### src/rtl/ncl_pkg.sv
// Shared NCL definitions: bridge FSM states, dual-rail encodings and
// width-parameterized completion / NULL / illegal-code detection helpers.
package ncl_pkg;

  typedef enum logic [2:0] {
    IDLE   = 3'd0,
    SETTLE = 3'd1,
    ACCESS = 3'd2,
    HOLD   = 3'd3,
    DRAIN  = 3'd4
  } state_t;

  // Rail pair order is {rail_t, rail_f}
  localparam logic [1:0] NCL_NULL = 2'b00;
  localparam logic [1:0] NCL_D0   = 2'b01;
  localparam logic [1:0] NCL_D1   = 2'b10;

  localparam int NCL_MAXW = 64;

  function automatic logic ncl_all_data(input logic [NCL_MAXW-1:0] t,
                                        input logic [NCL_MAXW-1:0] f,
                                        input int w);
    logic ok;
    ok = 1'b1;
    for (int i = 0; i < NCL_MAXW; i++)
      ok = ok & ((i >= w) || ({t[i], f[i]} == NCL_D0) || ({t[i], f[i]} == NCL_D1));
    return ok;
  endfunction

  function automatic logic ncl_all_null(input logic [NCL_MAXW-1:0] t,
                                        input logic [NCL_MAXW-1:0] f,
                                        input int w);
    logic ok;
    ok = 1'b1;
    for (int i = 0; i < NCL_MAXW; i++)
      ok = ok & ((i >= w) || ({t[i], f[i]} == NCL_NULL));
    return ok;
  endfunction

  function automatic logic ncl_any_illegal(input logic [NCL_MAXW-1:0] t,
                                           input logic [NCL_MAXW-1:0] f,
                                           input int w);
    logic bad;
    bad = 1'b0;
    for (int i = 0; i < NCL_MAXW; i++)
      bad = bad | ((i < w) && t[i] && f[i]);
    return bad;
  endfunction

endpackage

### src/rtl/ncl_sync_detect.sv
// Synchronizes a W-bit dual-rail vector into clk and reports its decoded
// value (true rail), the false rail, and whole-vector DATA/NULL/illegal flags.
module ncl_sync_detect
  import ncl_pkg::*;
#(
  parameter int W           = 17,
  parameter int SYNC_STAGES = 2
) (
  input  logic         clk,
  input  logic         rst_n,
  input  logic [W-1:0] in_t,
  input  logic [W-1:0] in_f,
  output logic [W-1:0] value,
  output logic [W-1:0] rail_f,
  output logic         all_data,
  output logic         all_null,
  output logic         illegal
);

  logic [2*W-1:0] chain [SYNC_STAGES];

  // Multi-flop synchronizer chain for both rails of every bit
  always_ff @(posedge clk or negedge rst_n) begin
    if (!rst_n) begin
      for (int i = 0; i < SYNC_STAGES; i++) chain[i] <= '0;
    end else begin
      chain[0] <= {in_t, in_f};
      for (int i = 1; i < SYNC_STAGES; i++) chain[i] <= chain[i-1];
    end
  end

  assign {value, rail_f} = chain[SYNC_STAGES-1];

  assign all_data = ncl_all_data(NCL_MAXW'(value), NCL_MAXW'(rail_f), W);
  assign all_null = ncl_all_null(NCL_MAXW'(value), NCL_MAXW'(rail_f), W);
  assign illegal  = ncl_any_illegal(NCL_MAXW'(value), NCL_MAXW'(rail_f), W);

endmodule

### src/rtl/ncl_mem_bridge.sv
// NCL dual-rail RW/address/data token to single-cycle synchronous memory access,
// with four-phase ack upstream and dual-rail read data downstream.
// Optional sticky illegal-code flag: define NCL_BRIDGE_ERR_EN.
module ncl_mem_bridge
  import ncl_pkg::*;
#(
  parameter int AW          = 8,
  parameter int DW          = 8,
  parameter int SYNC_STAGES = 2
) (
  input  logic          clk,
  input  logic          rst_n,
  input  logic          rw_t,
  input  logic          rw_f,
  input  logic [AW-1:0] addr_t,
  input  logic [AW-1:0] addr_f,
  input  logic [DW-1:0] wdata_t,
  input  logic [DW-1:0] wdata_f,
  output logic          ack_out,
  output logic [DW-1:0] rdata_t,
  output logic [DW-1:0] rdata_f,
  input  logic          rd_ack_in,
  output logic          mem_req,
  output logic          mem_we,
  output logic [AW-1:0] mem_addr,
  output logic [DW-1:0] mem_wdata,
  input  logic [DW-1:0] mem_rdata,
  input  logic          mem_ready,
  output logic          err
);

  localparam int W  = 1 + AW + DW;
  localparam int HW = 1 + AW;

  state_t state, state_nxt;
  logic [W-1:0] sync_t, sync_f, lat_t, lat_f;
  logic all_data, all_null, illegal;
  logic [SYNC_STAGES-1:0] ack_sync;
  logic rd_ack, head_data, complete, match, is_write;
  logic load_lat, issue, capture, null_rdata, clr_ack;

  ncl_sync_detect #(.W(W), .SYNC_STAGES(SYNC_STAGES)) u_sync (
    .clk      (clk),
    .rst_n    (rst_n),
    .in_t     ({rw_t, addr_t, wdata_t}),
    .in_f     ({rw_f, addr_f, wdata_f}),
    .value    (sync_t),
    .rail_f   (sync_f),
    .all_data (all_data),
    .all_null (all_null),
    .illegal  (illegal)
  );

  // Next-stage acknowledge synchronizer
  always_ff @(posedge clk or negedge rst_n) begin
    if (!rst_n) ack_sync <= '0;
    else        ack_sync <= {ack_sync[SYNC_STAGES-2:0], rd_ack_in};
  end

  assign rd_ack = ack_sync[SYNC_STAGES-1];

  // Reads only need rw+addr complete; a write also needs every wdata bit
  assign head_data = ncl_all_data(NCL_MAXW'(sync_t[W-1:DW]), NCL_MAXW'(sync_f[W-1:DW]), HW);
  assign complete  = head_data && (!sync_t[W-1] || all_data) && !illegal;
  assign match     = complete && (sync_t == lat_t) && (sync_f == lat_f);
  assign is_write  = lat_t[W-1];

  // State register
  always_ff @(posedge clk or negedge rst_n) begin
    if (!rst_n) state <= IDLE;
    else        state <= state_nxt;
  end

  // Next-state logic
  always_comb begin
    state_nxt = state;
    case (state)
      IDLE:    if (complete) state_nxt = SETTLE; else state_nxt = IDLE;
      SETTLE:  if (match) state_nxt = ACCESS; else state_nxt = SETTLE;
      ACCESS:  if (mem_ready) state_nxt = HOLD; else state_nxt = ACCESS;
      HOLD: begin
        if (is_write) begin
          if (all_null) state_nxt = IDLE; else state_nxt = HOLD;
        end else if (all_null && rd_ack) begin
          state_nxt = DRAIN;
        end else begin
          state_nxt = HOLD;
        end
      end
      DRAIN:   if (!rd_ack) state_nxt = IDLE; else state_nxt = DRAIN;
      default: state_nxt = IDLE;
    endcase
  end

  // Per-state datapath strobes
  always_comb begin
    load_lat   = 1'b0;
    issue      = 1'b0;
    capture    = 1'b0;
    null_rdata = 1'b0;
    clr_ack    = 1'b0;
    case (state)
      IDLE:   load_lat = complete;
      SETTLE: begin
        issue    = match;
        load_lat = !match;
      end
      ACCESS: capture = mem_ready;
      HOLD: begin
        if (is_write) clr_ack = all_null;
        else          null_rdata = all_null && rd_ack;
      end
      DRAIN:  clr_ack = !rd_ack;
      default: begin
        load_lat = 1'b0;
      end
    endcase
  end

  // Token latch and registered memory / handshake outputs
  always_ff @(posedge clk or negedge rst_n) begin
    if (!rst_n) begin
      lat_t     <= '0;
      lat_f     <= '0;
      mem_req   <= 1'b0;
      mem_we    <= 1'b0;
      mem_addr  <= '0;
      mem_wdata <= '0;
      ack_out   <= 1'b0;
      rdata_t   <= '0;
      rdata_f   <= '0;
    end else begin
      mem_req <= issue;
      if (load_lat) begin
        lat_t <= sync_t;
        lat_f <= sync_f;
      end
      if (issue) begin
        mem_we    <= lat_t[W-1];
        mem_addr  <= lat_t[W-2:DW];
        mem_wdata <= lat_t[DW-1:0];
      end
      if (capture) begin
        ack_out <= 1'b1;
        if (!is_write) begin
          rdata_t <= mem_rdata;
          rdata_f <= ~mem_rdata;
        end
      end else if (clr_ack) begin
        ack_out <= 1'b0;
      end
      if (null_rdata) begin
        rdata_t <= '0;
        rdata_f <= '0;
      end
    end
  end

`ifdef NCL_BRIDGE_ERR_EN
  // Sticky flag for any synchronized 11 code
  always_ff @(posedge clk or negedge rst_n) begin
    if (!rst_n) err <= 1'b0;
    else        err <= err | illegal;
  end
`else
  assign err = 1'b0;
`endif

endmodule

### config.mk
export PLATFORM = sky130hd
export DESIGN_NAME = ncl_mem_bridge
export DESIGN_NICKNAME = d
export VERILOG_FILES = /design/src/rtl/ncl_pkg.sv /design/src/rtl/ncl_sync_detect.sv /design/src/rtl/ncl_mem_bridge.sv
export SDC_FILE = /design/constraint.sdc
export NUM_CORES = 1
export LEC_CHECK = 0
export ABC_AREA = 1
export CAP_MARGIN = 20
export CORE_UTILIZATION = 59
export CTS_CLUSTER_SIZE = 8
export DETAILED_ROUTE_END_ITERATION = 10
export PLACE_DENSITY = 0.89
export SLEW_MARGIN = 10
export SYNTH_ARGS = -nofsm -noshare
export SYNTH_HDL_FRONTEND = slang
export SYNTH_SLANG_ARGS = --single-unit
### constraint.sdc
create_clock -name clk -period 4.7 [get_ports clk]
set_input_delay 0.94 -clock clk [delete_from_list [all_inputs] [get_ports clk]]
set_output_delay 0.94 -clock clk [all_outputs]
set_load 0.01 [all_outputs]
After elaboration in Yosys (flattened, before gate mapping)
Cells that the tools add are included.
{"block": "word_totals", "ff_bits": 142, "input_bits": 46, "output_inout_bits": 36, "wordCells": 199}
{"block": "classes", "eq_ne": 41, "n_mux": 23, "bitwise": 57, "reduce_logical": 65}
{"op": "8-bit 2-to-1 mux", "count": 6}
{"op": "1-bit AND", "count": 40}
{"op": "17-bit == test", "count": 2}
{"op": "2-bit by 1-bit == test with 1-bit output (second input constant)", "count": 17}
{"op": "2-bit == test (second input constant)", "count": 17}
{"op": "2-bit zero test", "count": 17}
{"op": "1-bit logical AND", "count": 22}
{"op": "1-bit logical OR", "count": 18}
{"op": "1-bit OR", "count": 16}
{"op": "3-bit case mux with 5 select lines", "count": 1}
{"op": "1-bit 2-to-1 mux", "count": 9}
{"op": "3-bit 2-to-1 mux", "count": 3}
{"op": "8-bit inverter", "count": 1}
{"op": "3-bit by 2-bit == test with 1-bit output (second input constant)", "count": 2}
{"op": "1-bit zero test", "count": 4}
{"op": "2-bit 2-to-1 mux", "count": 2}
{"op": "1-bit case mux with 2 select lines", "count": 2}
{"op": "2-bit nonzero test", "count": 2}
{"op": "3-bit by 1-bit == test with 1-bit output (second input constant)", "count": 1}
{"op": "3-bit == test (second input constant)", "count": 1}
{"op": "3-bit zero test", "count": 1}
{"op": "2-bit by 1-bit inequality test with 1-bit output (second input constant)", "count": 1}
{"op": "2-bit AND reduction", "count": 1}

Longest topological paths before layout
Gate-level depths: netlist of run 1.
{"block": "depth", "ltp_word": 25, "mapped_depth": 15, "mapped_depth_nobuf": 13}

Modules after synthesis
A second synthesis of run 1 with hierarchy kept.
{"block": "unflattened", "cells_unflattened": 727, "area_unflattened_um2": 6628.9}
{"mod": "ncl_mem_bridge", "instances": 1, "cells_per_inst": 513, "area_each_um2": 3943.8, "seq_area_each_um2": 1851.8}
{"mod": "ncl_sync_detect", "instances": 1, "cells_per_inst": 214, "area_each_um2": 2685.1, "seq_area_each_um2": 1701.6}

Least setup slack after synthesis of run 1
OpenSTA, ideal clock, no wires.
{"block": "synth_path", "kind": "reg2reg", "start": "register u_sync.chain (netlist bit u_sync.value[13])", "end": "register lat_f[10]", "setup_ns": 0.117, "t_arrival_ns": 1.765, "t_required_ns": 4.583, "setup_slack_ns": 2.818, "stages_incl_launch_ff": 13, "n_path_buf": 1, "period_less_slack_ns": 1.882, "cell_sequence": "dfrtp_1 -> inv_1 -> ha_1 -> nand2_1 -> inv_1 -> nand3_1 -> nor2_1 -> nand2_1 -> nor2_1 -> nand4_1 -> clkbuf_1 -> nand3_1 -> nand2_1"}
{"block": "synth_between", "elab_chain_cells": 13, "word_cells_on_any_way": 25, "classes_between": "eq/ne: 3; mux: 1; bitwise: 12; reduce/logical: 9"}
{"item": "start: declaration", "line_no": "ncl_sync_detect.sv:20", "rtl": "logic [2*W-1:0] chain [SYNC_STAGES];"}
{"item": "2-bit by 1-bit == test with 1-bit output / 2-bit == test (equally long branches)", "line_no": "ncl_pkg.sv:26", "rtl": "ok = ok & ((i >= w) || ({t[i], f[i]} == NCL_D0) || ({t[i], f[i]} == NCL_D1));"}
{"item": "1-bit logical OR", "line_no": "ncl_pkg.sv:26"}
{"item": "1-bit AND (4 in series)", "line_no": "ncl_pkg.sv:26"}
{"item": "1-bit logical OR", "line_no": "ncl_mem_bridge.sv:64", "rtl": "assign complete = head_data && (!sync_t[W-1] || all_data) && !illegal;"}
{"item": "1-bit logical AND (2 in series)", "line_no": "ncl_mem_bridge.sv:64"}
{"item": "1-bit logical AND (2 in series)", "line_no": "ncl_mem_bridge.sv:65", "rtl": "assign match = complete && (sync_t == lat_t) && (sync_f == lat_f);"}
{"item": "1-bit zero test", "line_no": "ncl_mem_bridge.sv:106", "rtl": "load_lat = !match;"}
{"item": "1-bit case mux with 2 select lines *", "line_no": "ncl_mem_bridge.sv:102", "rtl": "case (state)"}
{"item": "end signal: assignment", "line_no": "ncl_mem_bridge.sv:136", "rtl": "lat_f <= sync_f;"}
{"item": "end: declaration", "line_no": "ncl_mem_bridge.sv:36", "rtl": "logic [W-1:0] sync_t, sync_f, lat_t, lat_f;"}
Every way passes the cells marked *; elsewhere a longest branch is shown, timed or not.
A chain may end at the register's enable or synchronous reset.

Final worst setup path of run 1
{"block": "layout_path", "start": "register u_sync.chain (netlist bit u_sync.value[13])", "end": "register lat_f[0]"}
The elaborated chain is that of the path after synthesis.

==> results.md, run 1 <==
* Mapped Cells at around 660
* Final Slew Violations at 0
* Worst min path class: in2async
* Starting DRT DRC Count at 349
* Post-DRT Antenna Nets at 0
* Cell variety after synth at 26
* Unrepaired setup endpoints after global routing: no
* Post-DR wirelength/cell at 15.1 um
* CTS resizes at 0
* Crit Path Max Fanout at 34
* Max-cap violations at 0
* Clock Skews at 8.39 ps
* Fin nets at ~820
* Crit path largest cell delay at 630 ps
* Overall Global Routing Usage at 27.2%
* Core footprint at between 9000 and 10000 sq um
* Post-DP HPWL at 9470 um
* Diodes inserted at 0
* Initial core utilization at 61.6%
* Worst VDD drop at 291 uV
* Top cell type by total area after synthesis: dfrtp_1
* Final setup violating endpoints at 0
* Fmax at 0.325 GHz
* Clk buf depth at 2
* Commonest cells after routing, fill and taps aside: nand2_1 (218), dfrtp_1 (142), inv_1 (85)
* Multi-input gate area at ~2100 sq um
* Sequential share of the synthesized area at 58.2%
* Share of cells above drive strength 1 at under 10%
* Antenna violations before repair at 0
* IO buf count at 80
* Final min period at approximately 3000 ps
* TritonCTS clock tree: done
* Die span in y at 104 um
* Crit path top cell by count: nand2_1
* Outcome: finished clean
* Critical Path End Type: register
* R2R Path End: lat_f[0]$_DFFE_PN0P_
* Routed vias/inst at 5.20
* Hold violation total from the final report at 0
* Worst slack, placed at 1710 ps
* Worst Path Arrival at about 3500 ps
* #FFs+latches synth at between 100 and 150
* CTS sink cnt at around 140
* Post-Route WL at around 13000 um
* Instance count on the critical path at 12
* Cell Area, Synth at 6100 sq um
* Grt ovf at 0
* Worst setup margin at ~1600 ps
* CTS Buf Count at 17
* Crit Path Category: reg2reg
* Row count at 36
* CP startpoint kind: register
* Top-area cell type share of the netlist area at about three fifths
* Post-Syn Nets at 738
* Number of top-level pins at 82
* R2r worst-path depth at 12
* TritonRoute pass-1 iters at 5
* Fin crit share at about two thirds
* Clock tree root driver cell: clkbuf_8
* Routed vias at 4625
* Total area of sequential cells at between 3000 and 4000 sq um
* Worst-Margin Slew at just over 800 ps
* # DRC at 0
* PD cells at between 300 and 400 nW/um^2
* Cts hold-fix bufs at 0
* H-Tree Depth at 4
* Fill cell count at 667
* Largest net degree at the start of global routing at 116
* R2R Setup Slk at roughly 1600 ps
* Largest delay share family, worst path: simple AND/OR/NAND/NOR gates
* Setup TNS at 0 ps
* Clk_lat worst skew at 530 ps
* Via count of the first global-routing pass at 4471
* Post CTS Setup Buffer Count at 0
* Post-synthesis area per instance at 9.28 sq um
* Clock transition at path regs at 60 ps
* Synth warn at 0
* First-pass GRT wire length at 22300 um
* Placer Congestion at 0.932
* Most common cell after layout, fill and taps aside: nand2_1
* Leakage power at roughly 0.0040 uW
* Die width at between 100 and 150 um
* Die footprint at 10800 sq um
* CP Buf/Inv Count at 2
* Relative slew margins at 45.3%
* CP cell instances: inv_1 -> ha_1 -> nand2_1 -> inv_1 -> nand3_1 -> nor2_1 -> nand2_1 -> nor2_1 -> nand4_1 -> nand2_4 -> nand2_1 -> nand2_1
* Top cells by area, synth: dfrtp_1 (58%), nand2_1 (13%), ha_1 (7.0%), inv_1 (5.2%), nand3_1 (3.7%)
* Req. time, crit path at 5160 ps
* Area Overhead vs Synth at 23.9%
* R2r startpoint: u_sync.value[13]$_DFF_PN0_
* Worst path slowest cell: nand4_1
routing by layer:
metal / part of all wire [%] / track usage, % / vias up
met5: 0 / 0 / -
met3: 5.2 / 4.85 / 29
li1: - / - / 2202
met1: 43 / 36.4 / 2210
met4: 2.2 / 10.9 / 0
met2: 50 / 44.5 / 184
flip-flops by register name (all words and copies together), names as in the netlist, 2 cells and up:
name / count
lat_f: 17
state: 3
u_sync.chain: 34
ack_sync: 2
rdata_t: 8
u_sync.value: 17
lat_t: 17
mem_wdata: 8
rdata_f: 8
mem_addr: 8
u_sync.rail_f: 17
logic make-up (layout without fill, tap and decap cells):
group / Yosys count / in the layout / share of synthesized area [%]
adder cells (fa/ha/maj): 34 / 34 / 6.97
buffers and inverters: 104 / 202 / 7.19
other: 1 / 1 / 0.0614
AO/OA/AOI/OAI: 34 / 34 / 3.14
flip-flops: 142 / 142 / 58.2
XOR/XNOR: 12 / 12 / 1.72
AND/OR/NAND/NOR: 331 / 331 / 22.7
power breakdown:
group / switching [uW] / leakage [uW] / internal [uW] / total, uW
clock: 511 / 0.000263 / 732 / 1240
combinational: 88.4 / 0.00196 / 77.4 / 166
sequential: 44.2 / 0.00173 / 1270 / 1310
total: 644 / 0.00395 / 2080 / 2720
how the worst max path moves through the flow:
| stage | start | endpoint | slack [ps] |
|---|---|---|---|
| finish | u_sync.value[13]$_DFF_PN0_ | lat_f[0]$_DFFE_PN0P_ | 1620 |
| global route | u_sync.value[13]$_DFF_PN0_ | lat_f[0]$_DFFE_PN0P_ | 1410 |
| CTS | u_sync.value[13]$_DFF_PN0_ | lat_f[0]$_DFFE_PN0P_ | 1640 |
| detailed placement | u_sync.value[13]$_DFF_PN0_ | lat_f[0]$_DFFE_PN0P_ | 1710 |
| global placement | u_sync.value[13]$_DFF_PN0_ | lat_t[16]$_DFFE_PN0P_ | 1870 |
| floorplan | u_sync.value[13]$_DFF_PN0_ | lat_f[10]$_DFFE_PN0P_ | 2820 |
Yosys cell counts:
master / n
nand2_1: 218
dfrtp_1: 142
inv_1: 85
nor2_1: 47
nand3_1: 45
ha_1: 34
o21ai_0: 23
xnor2_1: 10
nand4_1: 9
clkbuf_1: 8
nor3_1: 7
o211ai_1: 6
buf_4: 5
buf_6: 4
a21oi_1: 2
o22ai_1: 2
xor2_1: 2
clkinv_1: 1
conb_1: 1
inv_2: 1
nand2_4: 1
nand2_8: 1
nor2_8: 1
nor3_4: 1
nor3b_1: 1
o221ai_1: 1
area by class of cell:
type | instances | share of cell area [%]
Tap cell | 133 | 2.20
Multi-Input combinational cell | 412 | 27.9
Clock buffer | 20 | 5.89
Inverter | 87 | 4.32
Sequential cell | 142 | 47.0
Timing Repair Buffer | 83 | 11.2
Clock inverter | 12 | 1.51
per-stage QoR:
step	cells	total power (uW)	hold slack (ps)	area, sq um	utilization (%)
CTS	888	2730	348	7530	76.0
detailed placement	856	1500	335	6980	70.4
finish	889	2720	306	7560	76.3
floorplan	658	1400	331	6100	-
global placement	856	1490	331	6980	70.4
global route	889	2820	332	7560	76.3
(Power assumes the default switching activity.)
==> run 2, diff against run 1 <==
--- a/config.mk
+++ b/config.mk
@@ -7,10 +7,10 @@
 export LEC_CHECK = 0
 export ABC_AREA = 1
 export CAP_MARGIN = 20
-export CORE_UTILIZATION = 59
+export CORE_UTILIZATION = 55
 export CTS_CLUSTER_SIZE = 8
 export DETAILED_ROUTE_END_ITERATION = 10
-export PLACE_DENSITY = 0.89
+export PLACE_DENSITY = 0.84
 export SLEW_MARGIN = 10
 export SYNTH_ARGS = -nofsm -noshare
 export SYNTH_HDL_FRONTEND = slang
==> constraint.sdc (replaced) <==
create_clock -name clk -period 2.9 [get_ports clk]
set_input_delay 0.58 -clock clk [delete_from_list [all_inputs] [get_ports clk]]
set_output_delay 0.58 -clock clk [all_outputs]
set_load 0.01 [all_outputs]
==> run 2 against run 1 <==
Net effect: die area rose by 7.1%; global-route usage fell by 0.87 points; routed wire length increased by 1.4%.
==> results.md, run 2 (synthesis gave the netlist of run 1 again) <==
* Routed vias/inst at 5.11
* Internal Power at 3810 uW
* Crit path largest cell delay at 510 ps
* Max FFs per register at 34
* TritonCTS clock tree: done
* CP cell instances: inv_1 -> ha_1 -> nand3_1 -> nor3_1 -> nand4_1 -> a21oi_1 -> inv_1 -> nand2_1 -> nand2_1
* Clock tree root driver cell: clkbuf_8
* Req. time, crit path at 3310 ps
* Worst path slowest cell: a21oi_1
* CTS resizes at 0
* # DRC at 0
* Post-DRT Antenna Nets at 0
* Area Overhead vs Synth at 26.1%
* TritonRoute pass-1 iters at 5
* Overall Global Routing Usage at 26.4%
* Commonest cells after routing, fill and taps aside: nand2_1 (218), dfrtp_1 (142), inv_1 (85)
* Clk_lat worst skew at 520 ps
* Final Slew Violations at 0
* Most flop-heavy register: u_sync.chain
* Setup TNS at 0 ps
* Fmax at between 0.3 and 0.4 GHz
* Die width at about 110 um
* Most common cell after layout, fill and taps aside: nand2_1
* Final min period at 2550 ps
* Grt ovf at 0
* Die span in y at between 100 and 150 um
* Met2 WL at roughly 6600 um
* PD cells at 631 nW/um^2
* Highest Signal Layer: met4
* Comb power frac at ~5.5%
* Largest net degree at the start of global routing at 75
* CTS sink cnt at around 140
* CTS Buf Count at 17
* M1 WL at approximately 6000 um
* Final setup violating endpoints at 0
* Die footprint at 11500 sq um
* Post-Route WL at 13600 um
* NetSw at 1050 uW
* First-pass GRT wire length at 22700 um
* Critical Path End Type: register
* Worst min path class: reg2reg
* Antenna violations before repair at 0
* Clock Skews at between 10 and 15 ps
* Leakage power at between 0.004 and 0.005 uW
* Diodes inserted at 0
* Crit Path Category: reg2reg
* Initial core utilization at 56.3%
* Routed vias at 4589
* Number of top-level pins at 82
* Post-DP HPWL at 9350 um
* Starting DRT DRC Count at roughly 330
* Fin crit share at 87.8%
* IO buf count at 80
* Hold violation total from the final report at 0
* Hold slack final at 339 ps
* CP Buf/Inv Count at 2
* Post-DR wirelength/cell at 15.2 um
* Metal3 WL at around 800 um
* Crit Path Max Fanout at 7
* Max-cap violations at 0
* Row count at 38
* Largest delay share family, worst path: simple AND/OR/NAND/NOR gates
* Core footprint at 10800 sq um
* Worst VDD drop at approximately 600 uV
* Clk pwr share at 50.7%
* Clock transition at path regs at 70 ps
* Placer Congestion at a little under 0.9
* Via count of the first global-routing pass at approximately 4600
* Cts hold-fix bufs at 1
* Reg power frac at 43.8%
* Sw Ratio at between 20% and 30%
* Post CTS Setup Buffer Count at 0
* Share of cells above drive strength 1 at 5.41%
* Worst Path Arrival at approximately 3000 ps
* CP startpoint kind: register
* Clk buf depth at 2
* Fin nets at 825
* H-Tree Depth at 4
* Relative slew margins at 60.8%
* Unrepaired setup endpoints after global routing: no
* Worst-Margin Slew at around 590 ps
* Outcome: finished clean
## run 2: cell count changes in the layout (fill, tap and decap cells not counted), sizes merged
cell,previous run,this run
dlygate4sd3,0,1
bufinv,1,6
clkinvlp,4,2
buf,4,5
inv,87,89
clkinv,7,2
## run 2: worst register-to-register path, cell delays in order (launching register included)
cell	delay, ps
dfrtp_1	440
inv_1	140
ha_1	160
nand3_1	70
nor3_1	460
nand4_1	330
a21oi_1	510
inv_1	160
nand2_1	110
nand2_1	60
## run 2: worst paths after layout
path                            depth (start not counted)  slack (ps)                       start                           to
worst max-delay path                                    9         350   u_sync.value[2]$_DFF_PN0_       rdata_t[3]$_DFFE_PN0P_
worst min-delay path                                    0         340  u_sync.chain[48]$_DFF_PN0_  u_sync.rail_f[14]$_DFF_PN0_
worst max register to register                          9         350   u_sync.value[2]$_DFF_PN0_       rdata_t[3]$_DFFE_PN0P_
worst min register to register                          0         340  u_sync.chain[48]$_DFF_PN0_  u_sync.rail_f[14]$_DFF_PN0_
max in group asynchronous                               3        1640                       rst_n      mem_addr[0]$_DFFE_PN0P_
min in group asynchronous                               2         520                       rst_n   u_sync.chain[42]$_DFF_PN0_
## run 2: power groups by stage
stage / Sequential (uW) / Clock, uW / Combinational, uW
final: 2130 / 2460 / 267
after global routing: 2130 / 2590 / 308
after CTS: 2120 / 2510 / 273
after detailed placement: 2160 / 0 / 268
after global placement: 2160 / 0 / 263
after floorplan: 2130 / 0 / 128
## run 2: cell type report
type / instances / area (sq um)
Sequential cell: 142 / 3550
Fill cell: 809 / 3140
Multi-Input combinational cell: 412 / 2110
Timing Repair Buffer: 85 / 855
Clock buffer: 20 / 445
Inverter: 87 / 327
Clock inverter: 12 / 230
Tap cell: 140 / 175
## run 2: per-layer routing
metal,GRT usage (%),vias to the layer above
li1,-,2209
met1,35.4,2190
met2,42.7,167
met3,5.33,23
met4,9.20,0
met5,0,-
## run 2: stage by stage
stage	worst slack (ps)	area [sq um]	cells	power, uW	utilization [%]
6_report	355	7700	898	4860	71.0
5_1_grt	165	7700	898	5030	71.0
4_1_cts	414	7700	898	4910	71.0
3_5_place_dp	499	7010	865	2430	64.7
3_3_place_gp	575	7010	865	2420	64.7
2_1_floorplan	1020	6100	658	2260	-
==> run 3, diff against run 2 <==
--- a/config.mk
+++ b/config.mk
@@ -7,6 +7,7 @@
 export LEC_CHECK = 0
 export ABC_AREA = 1
 export CAP_MARGIN = 20
+export CORE_ASPECT_RATIO = 0.75
 export CORE_UTILIZATION = 55
 export CTS_CLUSTER_SIZE = 8
 export DETAILED_ROUTE_END_ITERATION = 10
==> run 3 against run 2 <==
Net effect: register-to-register slack improved by 110 ps; cell area decreased by 0.96%; largest power group unchanged; utilization up 1.4 points; highest routed layer unchanged.
==> results.md, run 3 (synthesis gave the netlist of run 1 again) <==
* Clock transition at path regs at 60 ps
* Clk buf depth at 2
* Unrepaired setup endpoints after global routing: no
* Hold violation total from the final report at 0
* Share of cells above drive strength 1 at slightly below 6%
* Max FFs per register at 34
* Final Slew Violations at 0
* Cts hold-fix bufs at 0
* Total area of sequential cells at 3550 sq um
* Worst VDD drop at 478 uV
* Number of top-level pins at 82
* Crit Path Max Fanout at 7
* Via count of the first global-routing pass at approximately 4400
* TritonCTS clock tree: done
* Die footprint at 11500 sq um
* Commonest cells after routing, fill and taps aside: nand2_1 (218), dfrtp_1 (142), inv_1 (85)
* Max-cap violations at 0
* Worst Path Arrival at around 2700 ps
* Fmax at 0.410 GHz
* Fill cell count at between 700 and 800
* Clk_lat worst skew at slightly above 400 ps
* Die width at 124 um
* Multi-input gate area at 2110 sq um
* Post-DP HPWL at 10000 um
* CTS sink cnt at around 140
* Relative slew margins at between 60 and 70%
* Most common cell after layout, fill and taps aside: nand2_1
* Most flop-heavy register: u_sync.chain
* Antenna violations before repair at 0
* Fin nets at 827
* Final setup violating endpoints at 0
* Crit Path Category: reg2reg
* Overall Global Routing Usage at 26.5%
* Post-DRT Antenna Nets at 0
* Row count at 32
* Routed vias at 4689
* CTS Buf Count at 17
* # DRC at 0
* Placer Congestion at 0.926
* PD cells at 598 nW/um^2
* Clock tree root driver cell: clkbuf_16
* Routed vias/inst at 5.24
* Fin crit share at 84.0%
* Final min period at 2440 ps
* Area Overhead vs Synth at 24.9%
* Die span in y at 93.2 um
* Outcome: finished clean
* Grt ovf at 0
* Final Total Pwr at 4560 uW
* CTS resizes at 0
* IO buf count at 80
* Post-Route WL at 13800 um
* Post-DR wirelength/cell at 15.5 um
* Req. time, crit path at 3200 ps
* Setup TNS at 0 ps
* Clock Skews at between 8 and 9 ps
* H-Tree Depth at 4
* Leakage power at roughly 0.004 uW
* CP startpoint kind: register
* Starting DRT DRC Count at 383
* Largest net degree at the start of global routing at 55
* Critical Path End Type: register
* Worst-Margin Slew at 598 ps
* Post CTS Setup Buffer Count at 0
* TritonRoute pass-1 iters at 5
* Diodes inserted at 0
* Core footprint at 10500 sq um
* Worst min path class: in2async
* Initial core utilization at 58.0%
* First-pass GRT wire length at 22300 um
run 3: cell types whose count changed in the layout (fill, tap and decap cells not counted):
cell	change
bufinv_16	-4
buf_4	+3
clkbuf_8	-2
clkinv_4	+2
clkbuf_1	-1
clkbuf_16	+1
clkinvlp_4	+1
dlygate4sd3_1	-1
inv_6	+1
inv_8	+1
run 3: through the flow:
step	instances	utilization (%)	hold slack (ps)	setup WS, ps	instance area [sq um]
5_1_grt	895	72.4	139	226	7620
6_report	895	72.4	111	463	7620
3_3_place_gp	864	66.8	332	577	7030
2_1_floorplan	658	-	284	1020	6100
4_1_cts	895	72.4	120	488	7620
3_5_place_dp	864	66.8	335	530	7030
run 3: power breakdown:
group | switching (uW) | total, uW | leakage, uW | internal, uW
Sequential | 72.3 | 2130 | 0.00173 | 2060
Clock | 850 | 2150 | 0.000282 | 1300
Combinational | 148 | 274 | 0.00197 | 126
run 3: cell type report:
type | instances | area share [%]
repair buffers | 87 | 11.4
inverters | 87 | 4.28
clock buffers | 18 | 5.76
multi-input cells | 412 | 27.7
well taps | 136 | 2.23
clock inverters | 13 | 2.04
flip-flops and latches | 142 | 46.6
run 3: worst max-delay path: stages, from the launching register on:
cell	delay, ps
dfrtp_1	450
inv_1	110
ha_1	160
nand4_1	160
nor3_1	330
nand4_1	300
a21oi_1	520
inv_1	140
nand2_1	100
nand2_1	50
run 3: per-layer routing:
layer | GRT usage (%) | routed length (um) | share of wire (%) | up-vias
li1 | - | - | - | 2213
met1 | 38.5 | 6450 | 47 | 2261
met2 | 39.4 | 6330 | 46 | 197
met3 | 5.37 | 889 | 6.4 | 18
met4 | 9.54 | 159 | 1.1 | 0
met5 | 0 | 0 | 0 | -
run 3: path summary, 6_finish.rpt:
path / startpoint / end / slack [ps] / cells past startpoint
worst max-delay path: u_sync.value[15]$_DFF_PN0_ / rdata_t[3]$_DFFE_PN0P_ / 460 / 9
worst min-delay path: rst_n / u_sync.chain[34]$_DFF_PN0_ / 110 / 1
worst max register to register: u_sync.value[15]$_DFF_PN0_ / rdata_t[3]$_DFFE_PN0P_ / 460 / 9
worst min register to register: u_sync.chain[37]$_DFF_PN0_ / u_sync.rail_f[3]$_DFF_PN0_ / 350 / 0
max in group asynchronous: rst_n / mem_addr[1]$_DFFE_PN0P_ / 2060 / 2
min in group clk: u_sync.chain[37]$_DFF_PN0_ / u_sync.rail_f[3]$_DFF_PN0_ / 350 / 0
